### src/rtl/mem_arb_pkg.sv
// Shared constants and helpers for the buffer RAM port arbiter.
package mem_arb_pkg;

  localparam int DEF_DATA_WIDTH = 8;
  localparam int DEF_ADDR_WIDTH = 5;
  localparam int DEF_NUM_REQ    = 4;

  // Widest requester vector the index helper accepts.
  localparam int MAX_REQ  = 32;
  localparam int MAX_ID_W = 5;

  // Index of the set bit in a one-hot (or zero) vector; zero maps to 0.
  function automatic logic [MAX_ID_W-1:0] onehot_to_idx(input logic [MAX_REQ-1:0] oh);
    logic [MAX_ID_W-1:0] idx;
    idx = '0;
    for (int i = 0; i < MAX_REQ; i++)
      if (oh[i]) idx = idx | MAX_ID_W'(i);
    return idx;
  endfunction

endpackage

### src/rtl/dual_port_memory.sv
// Simple dual-port RAM: one synchronous write port, one registered read port.
// A read and write to the same address on one edge returns the old word.
module dual_port_memory #(
  parameter int DATA_WIDTH = 8,
  parameter int ADDR_WIDTH = 5
) (
  input  logic                  wclk,
  input  logic                  wen,
  input  logic [ADDR_WIDTH-1:0] waddr,
  input  logic [DATA_WIDTH-1:0] wdata,
  input  logic                  rclk,
  input  logic                  ren,
  input  logic [ADDR_WIDTH-1:0] raddr,
  output logic [DATA_WIDTH-1:0] rdata
);

  logic [DATA_WIDTH-1:0] mem [2**ADDR_WIDTH];

  // Write port
  always_ff @(posedge wclk)
    if (wen) mem[waddr] <= wdata;

  // Registered read port; samples the array before this edge's write lands
  always_ff @(posedge rclk)
    if (ren) rdata <= mem[raddr];

endmodule

### src/rtl/rr_arbiter.sv
// Round-robin arbiter: combinational grant scanning from a priority pointer,
// pointer moves one past the winner on each granting edge.
module rr_arbiter
  import mem_arb_pkg::*;
#(
  parameter  int N    = 4,
  localparam int ID_W = $clog2(N)
) (
  input  logic            clk,
  input  logic            rst_n,
  input  logic [N-1:0]    req,
  output logic [N-1:0]    gnt,
  output logic [ID_W-1:0] gnt_idx
);

  // One extra bit so ptr+k (< 2N) can be reduced mod N without overflow.
  localparam logic [ID_W:0] N_W = (ID_W+1)'(N);

  logic [ID_W-1:0] ptr;
  logic [ID_W-1:0] ptr_nxt;
  logic [ID_W:0]   pos;
  logic            found;

  // First requester at or after ptr wins; nothing granted while in reset
  always_comb begin
    gnt   = '0;
    found = 1'b0;
    pos   = '0;
    for (int k = 0; k < N; k++) begin
      pos = {1'b0, ptr} + (ID_W+1)'(k);
      if (pos >= N_W) pos = pos - N_W;
      if (!found && req[pos[ID_W-1:0]]) begin
        gnt[pos[ID_W-1:0]] = 1'b1;
        found              = 1'b1;
      end
    end
    if (!rst_n) gnt = '0;
  end

  assign gnt_idx = ID_W'(onehot_to_idx(MAX_REQ'(gnt)));
  // Wrap at N, not 2**ID_W, so non-power-of-2 requester counts work
  assign ptr_nxt = (gnt_idx == ID_W'(N-1)) ? '0 : gnt_idx + ID_W'(1);

  // Pointer advances only on a grant
  always_ff @(posedge clk or negedge rst_n)
    if (!rst_n)    ptr <= '0;
    else if (|gnt) ptr <= ptr_nxt;

endmodule

### src/rtl/mem_port_arbiter.sv
// Shares the buffer RAM's write and read ports between NUM_REQ requesters.
// Independent round-robin arbiters per port; read data returns one cycle
// after grant, tagged with the requester index and zeroed when not valid.
module mem_port_arbiter
  import mem_arb_pkg::*;
#(
  parameter  int DATA_WIDTH = DEF_DATA_WIDTH,
  parameter  int ADDR_WIDTH = DEF_ADDR_WIDTH,
  parameter  int NUM_REQ    = DEF_NUM_REQ,
  localparam int ID_W       = $clog2(NUM_REQ)
) (
  input  logic                          clk,
  input  logic                          rst_n,
  input  logic [NUM_REQ-1:0]            wr_req,
  input  logic [NUM_REQ*ADDR_WIDTH-1:0] wr_addr,
  input  logic [NUM_REQ*DATA_WIDTH-1:0] wr_data,
  output logic [NUM_REQ-1:0]            wr_gnt,
  input  logic [NUM_REQ-1:0]            rd_req,
  input  logic [NUM_REQ*ADDR_WIDTH-1:0] rd_addr,
  output logic [NUM_REQ-1:0]            rd_gnt,
  output logic                          rd_valid,
  output logic [ID_W-1:0]               rd_id,
  output logic [DATA_WIDTH-1:0]         rd_data
);

  logic [NUM_REQ-1:0][ADDR_WIDTH-1:0] wr_addr_a, rd_addr_a;
  logic [NUM_REQ-1:0][DATA_WIDTH-1:0] wr_data_a;
  logic [ID_W-1:0]       wr_idx, rd_idx;
  logic                  wen, ren;
  logic [DATA_WIDTH-1:0] ram_rdata;
  logic                  rd_valid_q;
  logic [ID_W-1:0]       rd_id_q;

  assign wr_addr_a = wr_addr;
  assign wr_data_a = wr_data;
  assign rd_addr_a = rd_addr;

  rr_arbiter #(.N(NUM_REQ)) u_wr_arb (
    .clk     (clk),
    .rst_n   (rst_n),
    .req     (wr_req),
    .gnt     (wr_gnt),
    .gnt_idx (wr_idx)
  );

  rr_arbiter #(.N(NUM_REQ)) u_rd_arb (
    .clk     (clk),
    .rst_n   (rst_n),
    .req     (rd_req),
    .gnt     (rd_gnt),
    .gnt_idx (rd_idx)
  );

  assign wen = |wr_gnt;
  assign ren = |rd_gnt;

  dual_port_memory #(
    .DATA_WIDTH (DATA_WIDTH),
    .ADDR_WIDTH (ADDR_WIDTH)
  ) u_ram (
    .wclk  (clk),
    .wen   (wen),
    .waddr (wr_addr_a[wr_idx]),
    .wdata (wr_data_a[wr_idx]),
    .rclk  (clk),
    .ren   (ren),
    .raddr (rd_addr_a[rd_idx]),
    .rdata (ram_rdata)
  );

  // Track which read is in flight; reset drops it
  always_ff @(posedge clk or negedge rst_n)
    if (!rst_n) begin
      rd_valid_q <= 1'b0;
      rd_id_q    <= '0;
    end else begin
      rd_valid_q <= ren;
      rd_id_q    <= rd_idx;
    end

  assign rd_valid = rd_valid_q;
  assign rd_id    = rd_id_q;
  assign rd_data  = rd_valid_q ? ram_rdata : '0;

endmodule
### config.mk
export PLATFORM = sky130hd
export DESIGN_NAME = mem_port_arbiter
export DESIGN_NICKNAME = d
export VERILOG_FILES = /design/src/rtl/mem_arb_pkg.sv /design/src/rtl/dual_port_memory.sv /design/src/rtl/rr_arbiter.sv /design/src/rtl/mem_port_arbiter.sv
export SDC_FILE = /design/constraint.sdc
export NUM_CORES = 1
export LEC_CHECK = 0
export CORE_ASPECT_RATIO = 0.7
export CORE_UTILIZATION = 50
export CTS_CLUSTER_DIAMETER = 60
export DETAILED_ROUTE_END_ITERATION = 16
export GPL_TIMING_DRIVEN = 0
export PLACE_DENSITY_LB_ADDON = 0.1
export SLEW_MARGIN = 10
export SYNTH_ARGS = -nofsm -noshare
export SYNTH_HDL_FRONTEND = slang
export SYNTH_SLANG_ARGS = --single-unit
### constraint.sdc
create_clock -name clk -period 5.3 [get_ports clk]
set_input_delay 1.06 -clock clk [delete_from_list [all_inputs] [get_ports clk]]
set_output_delay 1.06 -clock clk [all_outputs]
set_load 0.005 [all_outputs]
# Word-level counts from Yosys, hierarchy flattened
# Memories as Yosys holds them, arrays and structs flattened. A register that Yosys moved wholly into a read port is not among the register bits.
# Index checks and enable logic that the tools add are counted.
[totals]
n_memories = 1
register_bits = 7
inputBits = 82
mem_bits_rw = 256
elab_cells = 150
[classes]
n_addsub = 16
reduce_logical = 22
magnitude_cmp = 26
n_mux = 73
n_bitwise = 6
eq_ne = 2
[memory_table]
columns = ["memory", "depth", "word_bits", "read_ports", "rd_ports_with_merged_regs", "wr", "line_no", "rtl"]
rows = [
  ["u_ram.mem", 32, 8, 1, 1, 1, "dual_port_memory.sv:17", "logic [DATA_WIDTH-1:0] mem [2**ADDR_WIDTH];"],
]
[ops]
columns = ["op", "count"]
rows = [
  ["two-way mux 4 bit", 10],
  ["< comparator 2 x 3 -> 1 bit, second input constant", 10],
  ["two-way mux 2 bit", 14],
  ["two-way mux 1 bit", 26],
  ["bitwise OR 4 bit", 6],
  ["binary-select mux 5 bit (select 2 bit)", 2],
  [">= comparator 3 bit, second input constant", 6],
  ["binary-select mux 1 bit (select 2 bit)", 8],
  ["binary-select mux 8 bit (select 2 bit)", 1],
  ["demux 1 bit (select 2 bit)", 8],
  [">= comparator 2 x 1 -> 1 bit, second input constant", 8],
  ["two-way mux 8 bit", 2],
  ["subtractor 2 x 1 -> 2 bit, second input constant", 8],
  ["logical AND 1 bit", 14],
  ["adder 2 x 2 -> 3 bit, second input constant", 4],
  ["two-way mux 5 bit", 2],
  ["OR reduction 4 bit", 2],
  ["adder 2 x 1 -> 3 bit, second input constant", 2],
  [">= comparator 2 x 3 -> 1 bit, second input constant", 2],
  ["zero test 1 bit", 6],
  ["adder 2 x 1 -> 2 bit, second input constant", 2],
  ["== test 2 bit, second input constant", 2],
]

# Logic depth before layout (Yosys ltp)
# Gate-level depths: netlist of the first run.
[logic_depth]
depth_word = 20
depth_mapped = 19

# Hierarchy
# Synthesis of the first run repeated with hierarchy kept, for this count alone.
[hier_totals]
cells_unflattened = 564
area_unflattened_um2 = 11673.7
[modules_own_cells]
columns = ["module", "cells_per_inst", "instances", "area_each_um2"]
rows = [
  ["dual_port_memory", 417, 1, 10133.5],
  ["mem_port_arbiter", 34, 1, 578.1],
  ["rr_arbiter at u_rd_arb", 53, 1, 486.7],
  ["rr_arbiter at u_wr_arb", 60, 1, 475.5],
]

# Worst setup path before layout of the first run
# OpenSTA, ideal clock, no wires.
[synth_path]
path_kind = "register to register"
start = "register u_wr_arb.ptr[0]"
end = "memory u_ram.mem[0][5] (data pin)"
n_path_buf = 3
arrival_ns = 4.506
setup_ns = 0.377
stages_incl_launch_ff = 14
synth_period_minus_slack_ns = 4.883
path_slack_ns = 0.417
cell_sequence = "dfrtp_1 -> inv_1 -> ha_1 -> mux4_2 -> a311oi_1 -> a222oi_1 -> a21oi_1 -> or2_2 -> clkbuf_1 -> clkbuf_1 -> buf_2 -> mux2_2 -> nor2_1 -> a21oi_1"
[synth_between]
word_cells_on_any_way = 65
cone_classes = "7 x add/sub; 12 x order compare; 33 x mux; 3 x bitwise; 10 x reduce/logical"
[synth_lines]
columns = ["element", "line_no", "rtl"]
rows = [
  ["from (decl)", "rr_arbiter.sv:19", "logic [ID_W-1:0] ptr;"],
  ["from (signal assigned)", "rr_arbiter.sv:47", "else if (|gnt) ptr <= ptr_nxt;"],
  ["branches (longest 13 deep; another with adder 2 x 1 -> 3 bit)", "n/a", ""],
  ["two-way mux 4 bit *", "rr_arbiter.sv:32", "if (!found && req[pos[ID_W-1:0]]) begin"],
  ["two-way mux 4 bit *", "rr_arbiter.sv:37", "if (!rst_n) gnt = '0;"],
  ["named net wr_gnt[2]", "mem_port_arbiter.sv:17", "output logic [NUM_REQ-1:0] wr_gnt,"],
  ["two-way mux 2 bit * (2 in series)", "mem_arb_pkg.sv:17", "if (oh[i]) idx = idx | MAX_ID_W'(i);"],
  ["binary-select mux 8 bit (select 2 bit) *", "mem_port_arbiter.sv:64", ".wdata (wr_data_a[wr_idx]),"],
  ["two-way mux 8 bit (not written as such) *", "mem_port_arbiter.sv:64", ""],
  ["named net u_ram.wdata[5]", "dual_port_memory.sv:10", "input logic [DATA_WIDTH-1:0] wdata,"],
  ["to (decl)", "dual_port_memory.sv:17", ""],
]
# Mark *: on every way through the listed nets, which the timed path passes. The select of a mux whose other input is x is not followed.

# Worst setup path in the final report of the first run
[layout_path]
start = "input port rd_req[0]"
end = "register u_ram.rdata[6], read port of u_ram.mem (data pin)"
[layout_between]
elab_chain_cells = 18
word_cells_on_any_way = 31
cone_classes = "21 x mux; 3 x bitwise; 7 x reduce/logical"
[layout_lines]
columns = ["element", "line_no", "rtl"]
rows = [
  ["from (decl)", "mem_port_arbiter.sv:18", "input logic [NUM_REQ-1:0] rd_req,"],
  ["binary-select mux 1 bit (select 2 bit)", "rr_arbiter.sv:32", ""],
  ["two-way mux 1 bit (not written as such)", "rr_arbiter.sv:32", ""],
  ["two-way mux 1 bit", "rr_arbiter.sv:32", ""],
  ["zero test 1 bit", "rr_arbiter.sv:32", ""],
  ["logical AND 1 bit", "rr_arbiter.sv:32", ""],
  ["two-way mux 1 bit", "rr_arbiter.sv:32", ""],
  ["zero test 1 bit", "rr_arbiter.sv:32", ""],
  ["logical AND 1 bit", "rr_arbiter.sv:32", ""],
  ["two-way mux 1 bit", "rr_arbiter.sv:32", ""],
  ["zero test 1 bit", "rr_arbiter.sv:32", ""],
  ["logical AND 1 bit", "rr_arbiter.sv:32", ""],
  ["two-way mux 4 bit *", "rr_arbiter.sv:32", ""],
  ["two-way mux 4 bit *", "rr_arbiter.sv:37", ""],
  ["two-way mux 1 bit", "mem_arb_pkg.sv:17", ""],
  ["two-way mux 2 bit (2 in series)", "mem_arb_pkg.sv:17", ""],
  ["binary-select mux 5 bit (select 2 bit)", "mem_port_arbiter.sv:67", ".raddr (rd_addr_a[rd_idx]),"],
  ["two-way mux 5 bit (not written as such)", "mem_port_arbiter.sv:67", ""],
  ["to (decl)", "dual_port_memory.sv:14", "output logic [DATA_WIDTH-1:0] rdata"],
]
# Every way passes the cells marked *; elsewhere a longest branch is shown, timed or not. The select of a mux whose other input is x is not followed.
# A chain may end at the register's enable or synchronous reset.

==> results of run 1 <==
==> layout make-up <==
cell class | count | area (sq um) | area share
tap | 318 | 398 | 0.0258
clock buffer | 28 | 679 | 0.0440
buffer | 38 | 264 | 0.0171
sequential | 271 | 8110 | 0.525
clock inverter | 18 | 133 | 0.00859
timing repair buffer | 113 | 1220 | 0.0791
multi-input combinational | 497 | 4580 | 0.297
inverter | 13 | 48.8 | 0.00316
==> kinds of logic (layout without fill, tap and decap cells) <==
family	after synthesis	after routing	share of synthesized area
flops	271	271	0.654
simple gates	186	186	0.0837
mux	172	172	0.149
compound gates	121	123	0.0735
buf+inv	52	210	0.0237
fa+ha+maj	16	16	0.0162
==> final timing paths <==
path / from / to / slack, ns / cells past startpoint
worst max-delay path: rd_req[0] / u_ram.rdata[6]$_DFFE_PP_ / 0.06 / 15
worst min-delay path: u_rd_arb.ptr[1]$_DFFE_PN0P_ / u_rd_arb.ptr[1]$_DFFE_PN0P_ / 0.76 / 2
worst max register to register: u_rd_arb.ptr[0]$_DFFE_PN0P_ / u_ram.rdata[6]$_DFFE_PP_ / 0.07 / 17
worst min register to register: u_rd_arb.ptr[1]$_DFFE_PN0P_ / u_rd_arb.ptr[1]$_DFFE_PN0P_ / 0.76 / 2
max in group asynchronous: rst_n / u_rd_arb.ptr[0]$_DFFE_PN0P_ / 4.13 / 1
min in group asynchronous: rst_n / u_wr_arb.ptr[0]$_DFFE_PN0P_ / 0.83 / 1
==> sequential cells by signal, summed over array words and instances, names as in the netlist <==
name          flops
u_ram.rdata       8
u_rd_arb.ptr      2
u_ram.mem       256
rd_valid          1
u_wr_arb.ptr      2
rd_id             2
==> where the power goes <==
group          switching [uW]  internal (uW)
clock                     773           1020
sequential                102           3310
combinational            3680           2120
==> critical path, cell delays in order <==
cell	delay [ns]
clkdlybuf4s50_1	0.51
mux4_2	0.57
nor2b_1	0.24
a22o_1	0.22
a21o_1	0.16
or2_4	0.26
nand2_2	0.11
inv_2	0.07
or4_4	0.53
o211ai_4	0.20
mux2_1	0.37
and3_1	0.18
o211ai_1	0.22
nand4_1	0.13
or4_1	0.63
==> synth_stat cells, drive strengths merged, types with 3 or more instances <==
library cell and count:
o211ai 6, nand4 28, or2 4, a211oi 3, and3 7, or4 4
mux4 4, edfxtp 264, o21ai 16, nand2 23, a22oi 24, nor3b 3
nand2b 3, a21oi 23, o22ai 7, nor2b 10, ha 16, a22o 3
o2111ai 9, nand3b 6, nor3 13, nand3 12, dfrtp 7, a2111o 7
nor4 5, mux2 54, clkbuf 16, nor2 52, a222oi 4, mux2i 114
and2 9, inv 13, buf 23, and4 3
==> what timing repair did <==
item / 4_1_cts / 5_1_grt
setup buffers: 1 / 8
cloned: 0 / 2
resized for setup: 70 / 57
pin swaps: 0 / 10
endpoints found under the setup margin: 475 / 424
==> metrics by stage <==
step,std cells,setup slack [ns]
2_1_floorplan,818,0.417
3_3_place_gp,1236,-2.01
3_5_place_dp,1240,-1.01
4_1_cts,1286,-0.0282
5_1_grt,1296,-0.0171
6_report,1296,0.0596
==> per-layer routing <==
layer | vias to the layer above | global-route usage | wire length, um
met5 | - | 0 | 0
met4 | 0 | 0.0435 | 545
met3 | 54 | 0.0590 | 2580
met2 | 313 | 0.369 | 14000
met1 | 3968 | 0.365 | 14400
li1 | 3554 | - | -
==> impl_results.md, run 1 <==
* Outcome: completed
* Tcrit/Tclk final at 0.989
* Sequential share of the synthesized area at 0.654
* Core Util, Final at 0.643
* Share of layout cells above drive strength 1 at 0.238
* Post-DP HPWL at ~22000 um
* Cell taking the most area after synthesis: edfxtp_1
* Area grow syn2layout at 24.6%
* Hold Fails Final Rpt at 0
* Synth cell types at 74
* CTS buffer count at 26
* Number of port buffers at 100
* CTS tree: built
* Final Setup Violations at 0
* Hold Path Class: reg -> reg
* Number of synthesized flops with an enable pin at approximately 260
* Pin count of the biggest net entering global routing at 33
* Total number of vias at between 7000 and 8000
* Clk root buf: clkbuf_16
* Critical path required time at between 5 and 6 ns
* Final min period at between 5 and 6 ns
* Core Region at 0.0240 sq mm
* RSZ-0062 raised after global routing: true
* Final max-slew violation count at 0
* Commonest cells after routing, fill and taps aside: 264 x edfxtp_1, 110 x mux2i_1, 100 x clkdlybuf4s50_1
* F_max at around 190 MHz
* Wire length per cell at around 24 um
* H-tree levels at 1
* Max Buffers Root-to-Sink at 3
* Worst Path Max Fanout at 7
* Residual DRC at 0
* Slew headroom at 0.375
* Cells after synthesis at 818
* Top_reg_cell synth: edfxtp_1
* Total of fill cells in the finished design at about 1700
* ANT nets after route at 0
* Die height at 134 um
* Clk slew on worst S/H paths at roughly 0.060 ns
* Setup Skew at about 0.016 ns
* Leakage at approximately 0.0053 uW
* Final wirelength at around 31000 um
* Global Route Usage Sum at 0.245
* DR pass1 iterations at 6
* Die area at around 0.025 sq mm
* Final-stage net count at roughly 1100
* Most common cell after layout, fill and taps aside: edfxtp_1
* Critical Path Sink Type: flip-flop
* First-pass GRT wire length at 46500 um
* Synthesis-stage register bit count at about 270
* Starting Density at 0.516
* Clk_lat worst skew at roughly 0.54 ns
* Hold slack at ~0.76 ns
* ANT cells at 0
* Via count of the first global-routing pass at 7860
* Via density at between 6 and 7
* Power density cells at approximately 700 mW/mm^2
* Maximum vdd drop at 0.571 mV
* Grt total ovfl at 0
* Critical Path AT at around 5.5 ns
* CTS sink cnt at about 270
* Sum Neg Setup Slack at 0 ns
* Synth top area cells: edfxtp_1 64%, mux2i_1 9.2%, mux2_2 4.8%
* Post-CTS Hold Buffers at 0
* Startpoint type of the worst setup path: primary input
* Synth warn at 0
* Post-synth ARST share at 0.0258
* Least-Margin Pin Slew at ~0.94 ns
* Syn_area_per_cell at around 15 sq um
* Total power at around 11000 uW
* Setup CP Type: in -> reg
* Initial antenna violation count at 0
* Syn nets at 916
* Design area at between 0.015 and 0.02 sq mm
* Gpl congestion at ~1
* Area post-placement at roughly 0.014 sq mm
* # IOs at ~100
* Number of max-cap violations at 0
* Std cell rows at 47
* Syn Std Cell Area at between 0.01 and 0.015 sq mm
* Top-area cell type share of the netlist area at 0.640
* Die Span X at between 150 and 200 um
* DR iter-0 viols at about 700
(Power assumes the default switching activity.)
==> inputs of run 2 (changes only) <==
--- a/config.mk
+++ b/config.mk
@@ -11,7 +11,6 @@
 export DETAILED_ROUTE_END_ITERATION = 16
 export GPL_TIMING_DRIVEN = 0
 export PLACE_DENSITY_LB_ADDON = 0.1
-export SLEW_MARGIN = 10
 export SYNTH_ARGS = -nofsm -noshare
 export SYNTH_HDL_FRONTEND = slang
 export SYNTH_SLANG_ARGS = --single-unit
==> run 2 against run 1 <==
Compared with the run above: total power rose by 1.2%; clock-buffer cell count grew 3; register-to-register slack improved by 0.11 ns; highest routed layer is now met5; cell area about the same; first-iteration DRC count grew 13%; die area did not move; hold slack improved by 0.0033 ns; worst setup slack improved by 0.12 ns; final cell count about the same; largest power group unchanged; routed wire length increased by 0.97%; sequential power barely moved; global-route usage is 0.22 points higher; largest cell class unchanged.
==> impl_results.md, run 2 (synthesis gave the netlist of run 1 again) <==
* Pin count of the biggest net entering global routing at 33 (unchanged)
* Slew headroom at 0.508 (+0.133)
* Std cell rows at 47 (unchanged)
* CTS buffer count at 26 (unchanged)
* Max reg flops at 256 (unchanged)
* ANT nets after route at 0 (unchanged)
* Die height at 134 um (unchanged)
* # IOs at 101 (unchanged)
* Commonest cells after routing, fill and taps aside: 264 x edfxtp_1, 106 x mux2i_1, 100 x clkdlybuf4s50_1
* Final Setup Violations at 0 (unchanged)
* Number of port buffers at 100 (unchanged)
* Global Route Usage Sum at 0.247 (+0.00216)
* Clk_lat worst skew at 0.53 ns (about the same)
* Residual DRC at 0 (unchanged)
* Final setup margin at 0.182 ns (+0.122 ns)
* Final wirelength at 31800 um (+0.97%)
* Most common cell after layout, fill and taps aside: edfxtp_1
* Reg with most FFs: u_ram.mem
* Wire length per cell at 24.5 um (+1.0%)
* Hold slack at 0.766 ns (+0.00326 ns)
* Hold Fails Final Rpt at 0 (unchanged)
* Number of max-cap violations at 0 (unchanged)
* Area grow syn2layout at 24.6% (about the same)
* Initial antenna violation count at 3 (+3)
* Critical Path Sink Type: flip-flop
* Clk root buf: clkbuf_16
* Setup Skew at 0.0127 ns (-0.00319 ns)
* Maximum vdd drop at 0.506 mV (-11%)
* Starting Density at 0.516 (unchanged)
* CTS sink cnt at 271 (unchanged)
* RSZ-0062 raised after global routing: false
* Total power at 11100 uW (+1.2%)
* Post-DP HPWL at 22000 um (+1.4%)
* First-pass GRT wire length at 47100 um (+1.2%)
* F_max at 195 MHz (+2.4%)
* Final-stage net count at 1056 (-0.19%)
* Gpl congestion at 0.972 (unchanged)
* Max Buffers Root-to-Sink at 3 (unchanged)
* Critical path required time at 5.54 ns (about the same)
* Outcome: completed
* CTS tree: built
* Core Region at 0.0240 sq mm (unchanged)
* Grt total ovfl at 0 (unchanged)
* Pre-CTS setup slack at -0.991 ns (+0.0189 ns)
* Power density cells at 722 mW/mm^2 (+1.2%)
* Tcrit/Tclk final at 0.966 (-0.0230)
* Total of fill cells in the finished design at 1692 (-0.24%)
* Final min period at 5.12 ns (-0.122 ns)
* Die area at 0.0254 sq mm (unchanged)
* DR pass1 iterations at 7 (+1)
* Final max-slew violation count at 0 (unchanged)
* Worst Path Max Fanout at 9 (+2)
* Via density at 6.16 (+1.2%)
* Share of layout cells above drive strength 1 at 0.248 (+0.00946)
* Total number of vias at 7979 (+1.1%)
* Leakage at 0.00526 uW (+0.14%)
* ANT cells at 0 (unchanged)
* Critical Path AT at 5.36 ns (-0.12 ns)
* Startpoint type of the worst setup path: flip-flop
* Setup CP Type: reg -> reg
* DR iter-0 viols at 786 (+13%)
* Hold Path Class: reg -> reg
* Die Span X at 190 um (unchanged)
* Largest registers: u_ram.mem (256), u_ram.rdata (8)
* Via count of the first global-routing pass at 8035 (+2.2%)
* Core Util, Final at 0.643 (about the same)
* H-tree levels at 1 (unchanged)
* Clk slew on worst S/H paths at 0.07 ns (about the same)
* Least-Margin Pin Slew at 0.731 ns (-0.205 ns)
* Sum Neg Setup Slack at 0 ns (unchanged)
## run 2: path summary, 6_finish.rpt
kind,from,endpoint,slack [ns],cells past startpoint
min,u_rd_arb.ptr[1]$_DFFE_PN0P_,u_rd_arb.ptr[1]$_DFFE_PN0P_,0.77,2
min in group asynchronous,rst_n,rd_id[1]$_DFF_PN0_,0.85,1
min reg2reg,u_rd_arb.ptr[1]$_DFFE_PN0P_,u_rd_arb.ptr[1]$_DFFE_PN0P_,0.77,2
max,u_rd_arb.ptr[0]$_DFFE_PN0P_,u_ram.rdata[6]$_DFFE_PP_,0.18,17
max reg2reg,u_rd_arb.ptr[0]$_DFFE_PN0P_,u_ram.rdata[6]$_DFFE_PP_,0.18,17
max in group asynchronous,rst_n,u_rd_arb.ptr[0]$_DFFE_PN0P_,4.10,1
## run 2: routing by layer
| layer | track usage | wire length (um) | vias to the layer above | share of wire |
|---|---|---|---|---|
| met3 | 0.0609 | 2720 | 47 | 0.086 |
| met4 | 0.0533 | 505 | 2 | 0.016 |
| met2 | 0.372 | 14200 | 360 | 0.45 |
| met1 | 0.364 | 14300 | 4026 | 0.45 |
| li1 | - | - | 3544 | - |
| met5 | 0 | 13 | - | 0.00041 |
## run 2: worst max-delay path, stage by stage (launching register included)
cell and delay, ns:
dfrtp_2 0.43, buf_6 0.15, inv_1 0.12, ha_1 0.38
mux4_2 0.55, nor2b_1 0.22, a22o_1 0.21, a21o_1 0.17
or2_4 0.26, nand2_2 0.11, inv_2 0.07, or4_4 0.52
o211ai_4 0.15, mux2_1 0.36, and3_1 0.18, o211ai_1 0.18
nand4_1 0.13, or4_1 0.62
## run 2: layout make-up
| cell class | instances | area [sq um] | area share |
|---|---|---|---|
| Tap cell | 318 | 398 | 0.0258 |
| Buffer | 38 | 265 | 0.0172 |
| Multi-Input combinational cell | 497 | 4580 | 0.297 |
| Clock buffer | 31 | 691 | 0.0448 |
| Timing Repair Buffer | 111 | 1150 | 0.0748 |
| Sequential cell | 271 | 8110 | 0.525 |
| Clock inverter | 16 | 185 | 0.0120 |
| Inverter | 13 | 48.8 | 0.00316 |
## run 2: stage by stage
step,cells,area (sq um)
floorplan,818,12400
global placement,1236,13800
detailed placement,1242,13900
CTS,1290,15000
global route,1295,15400
finish,1295,15400
## run 2: report_power, final
part	total [uW]	switching (uW)	internal, uW
registers	3410	101	3310
clock network	1910	786	1130
logic	5810	3690	2120
## run 2: what timing repair did
action	in CTS	in global routing
buffers inserted	1	4
pin swaps	0	5
setup endpoints to repair	377	464
gates resized for setup	50	91
hold buffers	0	0
cloned	0	2
==> inputs of run 3 (changes only) <==
--- a/config.mk
+++ b/config.mk
@@ -9,8 +9,8 @@
 export CORE_UTILIZATION = 50
 export CTS_CLUSTER_DIAMETER = 60
 export DETAILED_ROUTE_END_ITERATION = 16
-export GPL_TIMING_DRIVEN = 0
 export PLACE_DENSITY_LB_ADDON = 0.1
+export SETUP_SLACK_MARGIN = 0.05
 export SYNTH_ARGS = -nofsm -noshare
 export SYNTH_HDL_FRONTEND = slang
 export SYNTH_SLANG_ARGS = --single-unit
==> run 3 against run 2 <==
Compared with the run above: clock skew hardly changed; critical path type is now in -> out; largest cell class unchanged; utilization is 1.3 points lower; total power is 7.0% lower; cell area is 2.0% lower.
==> impl_results.md, run 3 (synthesis gave the netlist of run 1 again) <==
* Outcome: completed
* Slowest CP cell: clkdlybuf4s50_1
* Power density cells at 685 mW/mm^2 (-5.0%)
* Total power at 10400 uW (-7.0%)
* Gpl congestion at 0.894 (-8.0%)
* Clk root buf: clkbuf_16
* CTS sink cnt at 271 (unchanged)
* Global Route Usage Sum at 0.242 (-0.00493)
* Hold slack at 0.655 ns (-0.111 ns)
* RSZ-0062 raised after global routing: false
* Critical Path Sink Type: output port
* Number of max-cap violations at 0 (unchanged)
* Via count of the first global-routing pass at 7950 (-1.1%)
* ANT cells at 0 (unchanged)
* Leakage at 0.00537 uW (+2.1%)
* Slew headroom at 0.404 (-0.104)
* Startpoint type of the worst setup path: primary input
* Final min period at 5.02 ns (-0.101 ns)
* Initial antenna violation count at 0 (-3)
* Starting Density at 0.516 (unchanged)
* Setup CP Type: in -> out
* Least-Margin Pin Slew at 0.894 ns (+0.163 ns)
* Final-stage net count at 1092 (+3.4%)
* Total number of vias at 7881 (-1.2%)
* Number of port buffers at 100 (unchanged)
* Worst Path Max Fanout at 7 (-2)
* Share of layout cells above drive strength 1 at 0.214 (-0.0337)
* Maximum vdd drop at 0.687 mV (+36%)
* Post-CTS Hold Buffers at 0 (unchanged)
* Die height at 134 um (unchanged)
* RR Endpoint: u_ram.mem[2][4]$_DFFE_PP_
* Hold Fails Final Rpt at 0 (unchanged)
* Hold path startpoint: u_rd_arb.ptr[0]$_DFFE_PN0P_
* Critical path required time at 4.24 ns (-1.30 ns)
* Max reg flops at 256 (unchanged)
* Most common cell after layout, fill and taps aside: edfxtp_1
* Clk_lat worst skew at 0.53 ns (about the same)
* Non-Filler Instances at 1332 (+2.9%)
* DR iter-0 viols at 660 (-16%)
* Hold Path Class: reg -> reg
* Grt total ovfl at 0 (unchanged)
* F_max at 199 MHz (+2.0%)
* Most frequent CP cell: clkdlybuf4s50_1
* Core Region at 0.0240 sq mm (unchanged)
* Die area at 0.0254 sq mm (unchanged)
* Wire length per cell at 22.5 um (-8.2%)
* First-pass GRT wire length at 46400 um (-1.5%)
* Final max-slew violation count at 0 (unchanged)
* Max Buffers Root-to-Sink at 3 (unchanged)
* Pin count of the biggest net entering global routing at 50 (+52%)
* # IOs at 101 (unchanged)
* Die Span X at 190 um (unchanged)
* Commonest cells after routing, fill and taps aside: 264 x edfxtp_1, 113 x mux2i_1, 100 x clkdlybuf4s50_1
* Via density at 5.92 (-4.0%)
* Critical Path Max Stage Delay at 0.58 ns (-0.04 ns)
* DR pass1 iterations at 5 (-2)
* Final wirelength at 30000 um (-5.6%)
* Critical Path AT at 3.96 ns (-1.40 ns)
* Post-DP HPWL at 20700 um (-6.3%)
* FF-to-FF path depth at 13 (-4)
* Tcrit/Tclk final at 0.947 (-0.0191)
* Residual DRC at 0 (unchanged)
* Clk slew on worst S/H paths at 0.06 ns (about the same)
* Final Setup Violations at 0 (unchanged)
* CTS buffer count at 26 (unchanged)
* Hold path endpoint: u_rd_arb.ptr[0]$_DFFE_PN0P_
* R2R Setup Slk at 0.50 ns (+0.32 ns)
* Cell family with most CP delay: buffers and inverters
* ANT nets after route at 0 (unchanged)
* Dpl cells at 1284 (+3.4%)
* Std cell rows at 47 (unchanged)
* Area grow syn2layout at 22.1%
* Pre-CTS setup slack at -0.159 ns (+0.831 ns)
* Worst hold stages at 2 (unchanged)
* H-tree levels at 1 (unchanged)
* Critical path, cell by cell: clkdlybuf4s50_1 -> or3b_2 -> a211oi_1 -> a311o_1 -> a32o_1 -> o21ai_0 -> inv_1 -> buf_4 -> clkdlybuf4s50_1
* Total of fill cells in the finished design at 1773 (+4.8%)
* Final setup margin at 0.283 ns (+0.101 ns)
* Buf/Inv on CP at 4 (+1)
* Setup Skew at 0.0132 ns (+0.000493 ns)
* Worst R2R Start: u_wr_arb.ptr[0]$_DFFE_PN0P_
* Reg with most FFs: u_ram.mem
* CTS tree: built
* Largest registers: u_ram.mem (256), u_ram.rdata (8)
[run 3: changes by cell type in the layout (fill, tap and decap cells not counted), moves of 6 or more]
cell       previous run  this run
o2111ai_1             1         8
buf_4                11        83
clkbuf_2              8         0
buf_2                 7         0
a21oi_4               6         0
clkbuf_1             11         3
mux2i_1             106       113
nor2_1               23        52
nor2_4               28         0
[run 3: worst max-delay path by stage]
stage	startpoint	end	slack, ns	cells after the start
after global routing	rd_req[1]	u_ram.rdata[0]$_DFFE_PP_	0.05	15
after floorplan	u_wr_arb.ptr[0]$_DFFE_PN0P_	u_ram.mem[0][5]$_DFFE_PP_	0.42	13
after global placement	rd_req[0]	u_ram.rdata[6]$_DFFE_PP_	-0.006	15
after CTS	u_wr_arb.ptr[0]$_DFFE_PN0P_	u_ram.mem[31][6]$_DFFE_PP_	0.25	12
final	rd_req[1]	rd_gnt[1]	0.28	9
after detailed placement	rd_req[1]	u_ram.rdata[0]$_DFFE_PP_	-0.16	15
[run 3: worst min-delay path, cell delays in order, from the launching register on]
cell,delay (ns)
dfrtp_1,0.35
inv_1,0.11
a31oi_1,0.16
[run 3: routing by layer]
metal	vias up	GRT usage	part of all wire
li1	3606	-	-
met1	3921	0.366	0.46
met2	315	0.367	0.44
met3	39	0.0464	0.081
met4	0	0.0448	0.015
met5	-	0	0
[run 3: through the flow]
step	TNS (ns)	cell area, sq um	utilization
6_report	0	15100	0.630
5_1_grt	0	15100	0.630
4_1_cts	0	15100	0.630
3_5_place_dp	-1.02	14300	0.595
3_3_place_gp	-0.00647	14300	0.595
2_1_floorplan	0	12400	-
[run 3: final cells by class]
cell class	instances	area, sq um	area share
timing repair buffer	187	1700	0.113
clock inverter	18	144	0.00952
multi-input combinational	495	4040	0.267
inverter	13	48.8	0.00323
sequential	271	8100	0.536
clock buffer	30	687	0.0454
tap	318	398	0.0263
[run 3: what timing repair did]
action                                  4_1_cts  5_1_grt
buffers inserted                              0        0
gates resized for setup                       0        2
endpoints found under the setup margin        0       46
[run 3: power by group]
| group | leakage (uW) | total [uW] | internal [uW] | switching [uW] |
|---|---|---|---|---|
| sequential | 0.00246 | 3410 | 3310 | 98.4 |
| combinational | 0.00251 | 5150 | 2010 | 3140 |
| clock | 0.000405 | 1810 | 1030 | 784 |
| total | 0.00537 | 10400 | 6340 | 4020 |
